File: config.mk
export PLATFORM = sky130hd
export DESIGN_NAME = lector_catodo
export DESIGN_NICKNAME = d
export VERILOG_FILES = /design/src/rtl/lector_catodo_pkg.sv /design/src/rtl/lector_catodo_decod.sv /design/src/rtl/lector_catodo.sv
export SDC_FILE = /design/constraint.sdc
export NUM_CORES = 1
export LEC_CHECK = 0
export ABC_AREA = 0
export BUFFER_PORTS_ARGS = -buffer_cell sky130_fd_sc_hd__buf_4
export CAP_MARGIN = 10
export CORE_MARGIN = 2
export CORE_UTILIZATION = 30
export CTS_CLUSTER_DIAMETER = 200
export CTS_CLUSTER_SIZE = 14
export DETAILED_ROUTE_END_ITERATION = 8
export GPL_ROUTABILITY_DRIVEN = 0
export GPL_TIMING_DRIVEN = 0
export HOLD_SLACK_MARGIN = 0.1
export SETUP_SLACK_MARGIN = 0.2
export SYNTH_ARGS = -nofsm -noshare
export SYNTH_HDL_FRONTEND = slang
export SYNTH_HIERARCHICAL = 1
export SYNTH_SLANG_ARGS = --single-unit
File: constraint.sdc
create_clock -name clk -period 2.6 [get_ports clk]
set_input_delay 0.26 -clock clk [delete_from_list [all_inputs] [get_ports clk]]
set_output_delay 0.26 -clock clk [all_outputs]
set_load 0.005 [all_outputs]
File: src/rtl/lector_catodo_pkg.sv
// Shared constants for the 7-segment scan reader: active-low segment patterns,
// digit codes, FSM states and strobe helpers.
package lector_catodo_pkg;

  localparam logic [6:0] SEG_0     = 7'b0000001;
  localparam logic [6:0] SEG_1     = 7'b1001111;
  localparam logic [6:0] SEG_2     = 7'b0010010;
  localparam logic [6:0] SEG_3     = 7'b0000110;
  localparam logic [6:0] SEG_4     = 7'b1001100;
  localparam logic [6:0] SEG_5     = 7'b0100100;
  localparam logic [6:0] SEG_6     = 7'b0100000;
  localparam logic [6:0] SEG_7     = 7'b0001111;
  localparam logic [6:0] SEG_8     = 7'b0000000;
  localparam logic [6:0] SEG_9     = 7'b0000100;
  localparam logic [6:0] SEG_DASH  = 7'b1111110;
  localparam logic [6:0] SEG_BLANK = 7'b1111111;

  localparam logic [3:0] DIG_DASH  = 4'd15;
  localparam logic [3:0] DIG_BLANK = 4'd14;

  typedef enum logic [1:0] {IDLE, SETTLE, CAPTURE, HOLD} state_t;

  // A strobe is meaningful only when exactly one active-low bit is asserted.
  function automatic logic anodo_ok(input logic [3:0] a);
    return (a == 4'b1110) || (a == 4'b1101) || (a == 4'b1011) || (a == 4'b0111);
  endfunction

  function automatic logic [1:0] anodo_idx(input logic [3:0] a);
    logic [1:0] idx;
    case (a)
      4'b1101: idx = 2'd1;
      4'b1011: idx = 2'd2;
      4'b0111: idx = 2'd3;
      default: idx = 2'd0;
    endcase
    return idx;
  endfunction

endpackage

File: src/rtl/lector_catodo_decod.sv
// Combinational segment-pattern to digit lookup.
// Define LECTOR_CATODO_BLANK_EN to accept the all-off pattern as digit 14 (blank).
module decod_catodo
  import lector_catodo_pkg::*;
(
  input  logic [6:0] catodo,
  output logic [3:0] digit,
  output logic       ok
);

`ifdef LECTOR_CATODO_BLANK_EN
  localparam logic BLANK_OK = 1'b1;
`else
  localparam logic BLANK_OK = 1'b0;
`endif

  // NOTE: every output gets a default before the case so no latch is inferred.
  always_comb begin
    digit = 4'd0;
    ok    = 1'b1;
    case (catodo)
      SEG_0:     digit = 4'd0;
      SEG_1:     digit = 4'd1;
      SEG_2:     digit = 4'd2;
      SEG_3:     digit = 4'd3;
      SEG_4:     digit = 4'd4;
      SEG_5:     digit = 4'd5;
      SEG_6:     digit = 4'd6;
      SEG_7:     digit = 4'd7;
      SEG_8:     digit = 4'd8;
      SEG_9:     digit = 4'd9;
      SEG_DASH:  digit = DIG_DASH;
      SEG_BLANK: begin
        digit = BLANK_OK ? DIG_BLANK : 4'd0;
        ok    = BLANK_OK;
      end
      default:   ok = 1'b0;
    endcase
  end

endmodule

File: src/rtl/lector_catodo.sv
// Reads a multiplexed 4-digit 7-segment display: waits for a stable strobe,
// captures one digit per strobe period and flags completed frames.
module lector_catodo
  import lector_catodo_pkg::*;
#(
  parameter int SETTLE_CYCLES = 4
) (
  input  logic        clk,
  input  logic        rst,
  input  logic [3:0]  anodo,
  input  logic [6:0]  catodo,
  input  logic        clear,
  output logic [15:0] digitos,
  output logic [3:0]  valido,
  output logic        error,
  output logic        frame_done
);

  localparam logic [7:0] SETTLE_LIM = 8'(SETTLE_CYCLES);

  state_t      state_q, state_d;
  logic [10:0] snap_q;
  logic [7:0]  cnt_q;
  logic [3:0]  seen_q;

  logic [10:0] sample;
  logic        sel_ok, same, settled;
  logic        load_snap, inc_cnt, do_capture;
  logic [3:0]  dec_digit;
  logic        dec_ok;
  logic [1:0]  cap_idx;
  logic [3:0]  cap_bit;

  assign sample  = {anodo, catodo};
  assign sel_ok  = anodo_ok(anodo);
  assign same    = (sample == snap_q);
  assign settled = ((cnt_q + 8'd1) == SETTLE_LIM);
  assign cap_idx = anodo_idx(snap_q[10:7]);
  assign cap_bit = 4'b0001 << cap_idx;

  decod_catodo u_decod (
    .catodo (snap_q[6:0]),
    .digit  (dec_digit),
    .ok     (dec_ok)
  );

  // NOTE: sequential state uses non-blocking assignments only.
  always_ff @(posedge clk) begin
    if (rst || clear) state_q <= IDLE;
    else              state_q <= state_d;
  end

  always_comb begin
    state_d = state_q;
    case (state_q)
      IDLE:    if (sel_ok) state_d = (SETTLE_LIM == 8'd1) ? CAPTURE : SETTLE;
      SETTLE: begin
        if (same) begin
          if (settled) state_d = CAPTURE;
        end else if (!sel_ok) begin
          state_d = IDLE;
        end
      end
      CAPTURE: state_d = HOLD;
      HOLD:    if (!same) state_d = IDLE;
      default: state_d = IDLE;
    endcase
  end

  always_comb begin
    load_snap  = 1'b0;
    inc_cnt    = 1'b0;
    do_capture = 1'b0;
    case (state_q)
      IDLE:    load_snap  = sel_ok;
      SETTLE: begin
        load_snap = !same && sel_ok;
        inc_cnt   = same;
      end
      CAPTURE: do_capture = 1'b1;
      default: ;
    endcase
  end

  always_ff @(posedge clk) begin
    if (rst) begin
      snap_q     <= '1;
      cnt_q      <= '0;
      seen_q     <= '0;
      digitos    <= '0;
      valido     <= '0;
      error      <= 1'b0;
      frame_done <= 1'b0;
    end else begin
      frame_done <= 1'b0;
      if (load_snap) begin
        snap_q <= sample;
        cnt_q  <= 8'd1;
      end else if (inc_cnt) begin
        cnt_q  <= cnt_q + 8'd1;
      end

      // A clear in the capture cycle discards that capture entirely.
      if (clear) begin
        digitos <= '0;
        valido  <= '0;
        error   <= 1'b0;
        seen_q  <= '0;
      end else if (do_capture) begin
        if (dec_ok) begin
          digitos[{cap_idx, 2'b00} +: 4] <= dec_digit;
          valido[cap_idx]                <= 1'b1;
        end else begin
          valido[cap_idx] <= 1'b0;
          error           <= 1'b1;
        end
        if ((seen_q | cap_bit) == 4'hF) begin
          seen_q     <= '0;
          frame_done <= 1'b1;
        end else begin
          seen_q <= seen_q | cap_bit;
        end
      end
    end
  end

endmodule

==> impl_metrics.ini, run 1 <==
[run_status]
status = finished, final reports clean

[timing]
finalHoldViolCount = 0
setup_tns_ns = 0
fmax_mhz = 446
setup_ws_ns = 0.359
slew_headroom_pct = 56.1
finalCritPeriodShare_pct = 86.2
worst_hold_slack_ns = 0.211
setup_viol = 0
slew_viol_final = 0
rsz0062_at_grt = false
worstMarginPinSlew_ns = 0.653
period_minus_slack_ns = 2.24
fin_skew_ns = 0.00984

[cells_and_area]
drive_gt1_share_pct = 21.9
final_cells = 443
final_common_cell = nor2_1
syn2layout_area_growth_pct = 23.4
fin_area_um2 = 3120
fill_cells = 852
fin_util_pct = 38.2
fin_nets = 360
final_cell_mix = nor2_1 (48), dfxtp_1 (45), buf_4 (35)
diodes = 0

[cts]
root_buffer = clkbuf_8
clock_path_buffers = 2
cts_made_buffers = 5
cts_hold_buf = 0
clk_latency_ns = 0.31
cts_tree = yes
clock-sinks = 47
htreeDepth = 2
clk_pin_slew_ns = 0.10

[grt]
grt_pass1_vias = 2029
antenna_found_initial = 0
grt_first_pass_wirelength_mm = 9.69
grt_usage_pct = 13.4
overflow = 0
grt_max_degree = 16

[run]
max_cap_violations = 0

[worst_hold_path]
holdPathStages = 3
min_from = anodo[1]
hp-class = primary input to register
whs_endpoint = snap_q[8]$_SDFFE_PP1P_

[yosys]
yosys_register_bits = 47
syn_nets = 318
synthCells = 295
ys_top_cells_by_area = dfxtp_1 (37%), nor2_1 (7.1%), a21oi_1 (5.1%)
synth-edff-count = 0
synth_top_cell_area_share_pct = 37.2
synth_warnings = 6
yosysTopAreaCell = dfxtp_1
async_flop_share_pct = 0
ys_types = 51
syn_avg_cell_area_um2 = 8.58
syn_area_um2 = 2530
synth_seq_area_share_pct = 37.2
ys.flop_type = dfxtp_1

[setup_path]
reg2reg_from = snap_q[4]$_SDFFE_PP1P_
slowest_stage = dfxtp_1
crit_type = register to register
path_max_fanout = 8
cp_cell_sequence = buf_6 > and4b_4 > o2111ai_4 > o31ai_4 > nand3b_1 > clkbuf_4 > nand3_1 > nor3_4 > a22oi_1 > nor2_1
end_kind = register
r2r_end = digitos[11]$_SDFFE_PP0P_
reg2reg_slack_ns = 0.36
r2r_cells = 10
crit_path_max_incr_delay_ns = 0.42
crit_path_start_kind = register
cp.arrival_ns = 2.49
crit_required_ns = 2.85

[floorplanning]
row_count = 33
fp.dieH_um = 95.8
io_pins = 36
die_w_um = 95.8
die_area_um2 = 9180
core_um2 = 8180
start_util_pct = 30.9

[placement]
dp_cells = 434
dp_hpwl_mm = 4.31
io_buffers = 34
place_area_um2 = 2920
dp_slack_ns = -0.294

[routing]
ant_nets = 0
detail_route.wl_per_cell_um = 13.2
remaining_drc_errors = 0
via_per_inst = 4.98
dr.pass1.iters = 4
vias = 2208
drt-total-wl_mm = 5.86
drt-initial-drc-count = 100

[power]
leakage_nw = 1.13
peakVddDrop_uv = 188
finalPower_mw = 1.55
p_per_area_nw_per_um2 = 497
==> cell families (layout without fill, tap and decap cells) <==
logic type / Yosys count / after routing / synth area share, %
mux: 11 / 11 / 4.35
compound gates: 62 / 62 / 16.5
fa+ha+maj: 9 / 9 / 4.45
xor+xnor: 17 / 17 / 6.48
simple gates: 128 / 128 / 26.4
flops: 47 / 47 / 37.2
buf+inv: 21 / 64 / 4.70
==> worst max path at each step <==
stage	start	endpoint	slack (ns)	cells past startpoint
after floorplan	snap_q[0]$_SDFFE_PP1P_	digitos[12]$_SDFFE_PP0P_	0.32	9
after global placement	snap_q[2]$_SDFFE_PP1P_	digitos[15]$_SDFFE_PP0P_	-0.25	10
after detailed placement	snap_q[2]$_SDFFE_PP1P_	digitos[15]$_SDFFE_PP0P_	-0.29	10
after CTS	snap_q[2]$_SDFFE_PP1P_	digitos[13]$_SDFFE_PP0P_	0.19	10
after global routing	snap_q[6]$_SDFFE_PP1P_	digitos[14]$_SDFFE_PP0P_	0.20	10
final	snap_q[4]$_SDFFE_PP1P_	digitos[11]$_SDFFE_PP0P_	0.36	10
==> power breakdown <==
group | internal [mW] | switching, mW
clock network | 0.287 | 0.270
logic | 0.0998 | 0.136
registers | 0.734 | 0.0258
total | 1.12 | 0.433
==> routing by layer <==
layer | vias to the layer above | global-route usage, % | wire length, um
li1 | 1143 | - | -
met1 | 1029 | 17.7 | 2830
met2 | 29 | 22.0 | 2790
met3 | 7 | 2.11 | 148
met4 | 0 | 5.36 | 90
met5 | - | 0 | 0
==> what timing repair did <==
| item | 4_1_cts | 5_1_grt |
|---|---|---|
| gates cloned | 0 | 0 |
| pin swaps | 0 | 2 |
| gates resized for setup | 8 | 10 |
| endpoints found under the hold margin | 0 | 0 |
| setup endpoints to repair | 17 | 38 |
| buffers inserted | 0 | 1 |
==> Yosys cell counts, types with 2 or more instances <==
master     n
nand3b_1   4
clkbuf_1  10
ha_1       9
inv_1      6
xor2_1     6
nand3_1   19
nand2b_1   4
o31ai_1    3
nor2b_1    3
nor3_1     5
xnor2_1    9
a211oi_1   2
nor2_1    48
dfxtp_1   47
or2_2      2
and4_1     2
a22oi_1   14
buf_6      3
nand2_1   20
o22ai_1    2
a21oi_1   26
and4b_1    3
xnor2_2    2
nor4_1     2
mux2i_1   11
o21ai_0    5
or4_1      4
==> final cells by class <==
cell class / count / area (um2) / share of cell area (%)
buffer: 15 / 100 / 3.21
clock buffer: 5 / 68.8 / 2.20
clock inverter: 3 / 43.8 / 1.40
inverter: 6 / 22.5 / 0.721
multi-input combinational: 227 / 1550 / 49.6
sequential: 47 / 943 / 30.2
tap: 105 / 131 / 4.21
timing repair buffer: 35 / 263 / 8.41
==> critical path, delay by kind of cell (launching register included) <==
family          cells  cell delay, ns
simple gates        5            1.02
flops               1            0.42
compound gates      3            0.38
buf+inv             2            0.37
Note: power is estimated with default switching activity, not from simulation.
==> run 2, diff against run 1 <==
--- a/config.mk
+++ b/config.mk
@@ -19,5 +19,4 @@
 export SETUP_SLACK_MARGIN = 0.2
 export SYNTH_ARGS = -nofsm -noshare
 export SYNTH_HDL_FRONTEND = slang
-export SYNTH_HIERARCHICAL = 1
 export SYNTH_SLANG_ARGS = --single-unit
==> impl_metrics.ini, run 2 <==
[timing]
period_minus_slack_ns = 2.20
fin_skew_ns = 0.00925
worstMarginPinSlew_ns = 0.657
finalCritPeriodShare_pct = 84.5
fmax_mhz = 455
rsz0062_at_grt = false
finalHoldViolCount = 0
slew_viol_final = 0
setup_viol = 0
slew_headroom_pct = 56.2
setup_tns_ns = 0

[yosys]
yosysTopAreaCell = dfxtp_1
ys_top_cells_by_area = dfxtp_1 (35%), mux2i_1 (9.6%), nand2_1 (4.7%)
synth_seq_area_share_pct = 34.8
synthCells = 291
ys_types = 54
synth_top_cell_area_share_pct = 34.8
yosys-top-cells-count = dfxtp_1 (47), nand2_1 (34), nor2_1 (34)
yosys_register_bits = 47
syn_nets = 313
yosysMostFrequentCell = dfxtp_1
synth_warnings = 0
synth-edff-count = 0
syn_avg_cell_area_um2 = 9.30
syn_area_um2 = 2710
async_flop_share_pct = 0
ys.flop_type = dfxtp_1

[floorplanning]
die_area_um2 = 9800
die_w_um = 99.0
row_count = 34
io_pins = 36
core_um2 = 8720
fp.dieH_um = 99.0
start_util_pct = 31.0

[cts]
cts_made_buffers = 5
clk_latency_ns = 0.30
clock-sinks = 47
clock_path_buffers = 2
htreeDepth = 2
clk_pin_slew_ns = 0.10
cts_resized = 0
cts_hold_buf = 0
root_buffer = clkbuf_8
cts_setup_buffers = 0
cts_tree = yes

[cells_and_area]
final_common_cell = dfxtp_1
fill_cells = 911
drive_gt1_share_pct = 24.3
syn2layout_area_growth_pct = 19.2
diodes = 0
final_cell_mix = dfxtp_1 (47), buf_4 (37), nand2_1 (34), nor2_1 (34), mux2i_1 (26)
multi_input_area_um2 = 1620
regArea_um2 = 941
fin_nets = 355

[routing]
remaining_drc_errors = 0
drt-total-wl_mm = 6.05
drt-initial-drc-count = 55
vias = 2210
detail_route.wl_per_cell_um = 13.7
ant_nets = 0
via_per_inst = 5.00
dr.pass1.iters = 4

[worst_hold_path]
hp-class = primary input to register

[setup_path]
cp_cell_sequence = xor2_1 > nand3_1 > inv_1 > ha_1 > o22ai_1 > or3_1 > nand2_1 > nor2_1
path_max_fanout = 8
slowest_stage = dfxtp_1
crit_required_ns = 2.80
end_kind = register
crit_path_start_kind = register
crit_path_max_incr_delay_ns = 0.43
crit_type = register to register
cp.arrival_ns = 2.40

[run_status]
status = finished, final reports clean

[grt]
overflow = 0
busiest_layer = met2
grt_max_degree = 17
grt_first_pass_wirelength_mm = 10.6
met2_usage_pct = 21.3
grt_usage_pct = 13.1
grt_pass1_vias = 2187
antenna_found_initial = 0
grt_util_met3_pct = 2.20
met1_usage_pct = 17.9

[power]
finalPower_mw = 1.57
leakage_nw = 1.30
p_per_area_nw_per_um2 = 486
peakVddDrop_uv = 216

[run]
max_cap_violations = 0

[placement]
io_buffers = 35
dp_hpwl_mm = 4.64
==> run 2: cell types whose count changed in the layout (fill, tap and decap cells not counted), sizes merged, moves of 6 or more <==
cell   change
nor4      +10
nor2      -14
a21oi     -15
a22oi     -12
buf        +6
nand2     +14
nand3     -11
mux2i     +15
==> run 2: final cells by class <==
type / count / share of cell area [%]
repair buffers: 35 / 8.15
clock inverters: 3 / 1.44
well taps: 108 / 4.19
inverters: 4 / 0.465
clock buffers: 5 / 2.13
multi-input cells: 224 / 50.1
flip-flops and latches: 47 / 29.2
plain buffers: 16 / 4.38
==> run 2: path summary, 6_finish.rpt <==
check                               start                      end  slack [ns]  cells after the start
hold reg to reg   digitos[2]$_SDFFE_PP0P_  digitos[2]$_SDFFE_PP0P_        0.47                      2
setup / recovery  snap_q[10]$_SDFFE_PP1P_   seen_q[0]$_SDFFE_PP0P_        0.40                      8
setup reg to reg  snap_q[10]$_SDFFE_PP1P_   seen_q[0]$_SDFFE_PP0P_        0.40                      8
hold / removal                  catodo[3]   snap_q[3]$_SDFFE_PP1P_        0.24                      3
==> run 2: critical path: cells and delay by family, from the launching register on <==
| family | cells | cell delay, ns |
|---|---|---|
| AND/OR/NAND/NOR | 4 | 0.93 |
| AO/OA/AOI/OAI | 1 | 0.09 |
| adder cells (fa/ha/maj) | 1 | 0.24 |
| XOR/XNOR | 1 | 0.16 |
| buffers and inverters | 1 | 0.24 |
| flip-flops | 1 | 0.43 |
==> run 2: report_power, final <==
group          switching (mW)  internal, mW
Sequential             0.0127         0.733
Clock                   0.264         0.290
Combinational           0.157         0.110
==> run 2: routing by layer <==
| metal | vias to the layer above | wire length (um) |
|---|---|---|
| li1 | 1129 | - |
| met1 | 1030 | 3030 |
| met2 | 46 | 2700 |
| met3 | 5 | 241 |
| met4 | 0 | 77 |
| met5 | - | 0 |
==> run 2: stage by stage <==
| step | hold slack [ns] | instance area [um2] | cells | util [%] | setup WS (ns) |
|---|---|---|---|---|---|
| after CTS | 0.238 | 3220 | 442 | 36.9 | 0.261 |
| after floorplan | 0.427 | 2710 | 291 | - | 0.715 |
| after detailed placement | 0.454 | 3100 | 434 | 35.6 | 0.289 |
| final | 0.237 | 3230 | 442 | 37.0 | 0.402 |
| after global placement | 0.444 | 3100 | 434 | 35.6 | 0.369 |
| after global routing | 0.252 | 3230 | 442 | 37.0 | 0.200 |
==> run 2: cells by family (layout without fill, tap and decap cells) <==
logic type	count (synthesis)	in the layout	share of synthesized area [%]
fa+ha+maj	8	8	3.70
xor+xnor	18	18	6.66
buf+inv	20	63	5.78
flops	47	47	34.8
mux	26	26	9.62
simple gates	131	131	28.0
compound gates	41	41	11.5
==> run 3, diff against run 2 <==
==> constraint.sdc (replaced) <==
create_clock -name clk -period 2 [get_ports clk]
set_input_delay 0.2 -clock clk [delete_from_list [all_inputs] [get_ports clk]]
set_output_delay 0.2 -clock clk [all_outputs]
set_load 0.005 [all_outputs]
==> impl_metrics.ini, run 3 (synthesis results as in run 2) <==
[power]
p_per_area_nw_per_um2 = 566
leakage_nw = 1.41
peakVddDrop_uv = 276

[routing]
ant_nets = 0
met1Wirelength_mm = 3.09
vias = 2306
remaining_drc_errors = 0
drt-total-wl_mm = 6.43
via_per_inst = 5.06
dr.pass1.iters = 4
drt-initial-drc-count = 103
route.met3.wl_um = 272
routed-wl-met2_mm = 3.01
highest_layer = met4
detail_route.wl_per_cell_um = 14.1

[timing]
setup_tns_ns = 0
slew_headroom_pct = 59.4
finalCritPeriodShare_pct = 90.3
finalHoldViolCount = 0
fmax_mhz = 554
setup_viol = 0
fin_skew_ns = 0.0130
worstMarginPinSlew_ns = 0.609
rsz0062_at_grt = true
period_minus_slack_ns = 1.81
slew_viol_final = 0

[setup_path]
cp_cell_sequence = buf_6 > or4_4 > a211o_1 > o211ai_1 > a32o_1
path_delay_family = compound AO/OA/AOI/OAI gates
crit_required_ns = 2.24
path_max_fanout = 10
slowest_stage = or4_4
crit_path_start_kind = register
cp.arrival_ns = 2.04
path_buf_inv = 1
crit_path_max_incr_delay_ns = 0.53
end_kind = register
crit_type = register to register

[grt]
antenna_found_initial = 0
grt_first_pass_wirelength_mm = 10.6
grt_usage_pct = 13.2
grt_max_degree = 16
overflow = 0
grt_pass1_vias = 2110

[floorplanning]
die_area_um2 = 9800
io_pins = 36
die_w_um = 99.0
start_util_pct = 31.0
row_count = 34
fp.dieH_um = 99.0
core_um2 = 8720

[cts]
clk_pin_slew_ns = 0.09
clock-sinks = 47
cts_tree = yes
clock_path_buffers = 2
clk_latency_ns = 0.30
root_buffer = clkbuf_8
cts_made_buffers = 5
htreeDepth = 2

[run]
max_cap_violations = 0

[placement]
dp_hpwl_mm = 4.53
io_buffers = 35

[cells_and_area]
diodes = 0
final_cell_mix = buf_4 (47), dfxtp_1 (42), nand2_1 (32), nor2_1 (32), mux2i_1 (26)
drive_gt1_share_pct = 35.3
fin_nets = 369
syn2layout_area_growth_pct = 32.8
fin_util_pct = 41.2
final_common_cell = buf_4

[worst_hold_path]
hp-class = primary input to register

[run_status]
status = finished, final reports clean
## run 3: cell types whose count changed in the layout (fill, tap and decap cells not counted), sizes merged
cell / before / now
clkinvlp: 1 / 2
inv: 5 / 4
bufinv: 1 / 0
clkinv: 0 / 1
buf: 45 / 59
## run 3: power by group
group          internal (mW)  switching [mW]  total [mW]
sequential             0.953          0.0230       0.976
combinational          0.224           0.256       0.480
clock                  0.244           0.335       0.579
## run 3: cell type report
cell class              instances  area [um2]
fillers                       870        5130
multi-input cells             224        1860
flip-flops and latches         47         955
repair buffers                 49         400
plain buffers                  16         143
well taps                     108         135
clock buffers                   5        68.8
clock inverters                 3        20.0
inverters                       4        17.5
## run 3: worst register-to-register path, cell delays in order, from the launching register on
cell      delay [ns]
dfxtp_2         0.34
buf_6           0.13
or4_4           0.53
a211o_1         0.32
o211ai_1        0.23
a32o_1          0.19
## run 3: repair_timing
action / in CTS / in global routing
endpoints found under the setup margin: 32 / 38
hold buffers: 0 / 0
buffers inserted: 9 / 5
pin swaps: 16 / 12
gates resized for setup: 28 / 22
## run 3: worst paths after layout
path,startpoint,endpoint,slack [ns],depth (start not counted)
max,snap_q[3]$_SDFFE_PP1P_,digitos[1]$_SDFFE_PP0P_,0.19,5
min,catodo[0],snap_q[0]$_SDFFE_PP1P_,0.16,3
min reg2reg,digitos[10]$_SDFFE_PP0P_,digitos[10]$_SDFFE_PP0P_,0.47,2
max reg2reg,snap_q[3]$_SDFFE_PP1P_,digitos[1]$_SDFFE_PP0P_,0.19,5
## run 3: through the flow
stage               std cells  area, um2  setup WS [ns]  total power, mW  hold WS, ns
floorplan                 291       2720          0.212             1.25        0.367
global placement          434       3120        -0.0538             1.34        0.444
detailed placement        434       3120         -0.101             1.34        0.452
CTS                       451       3430          0.163             2.01        0.159
global route              456       3590          0.117             2.14        0.179
finish                    456       3590          0.195             2.04        0.164
## run 3: layer usage
metal	global-route usage (%)	up-vias
met4	3.16	0
met1	18.5	1086
met5	0	-
li1	-	1158
met3	2.13	5
met2	21.3	57
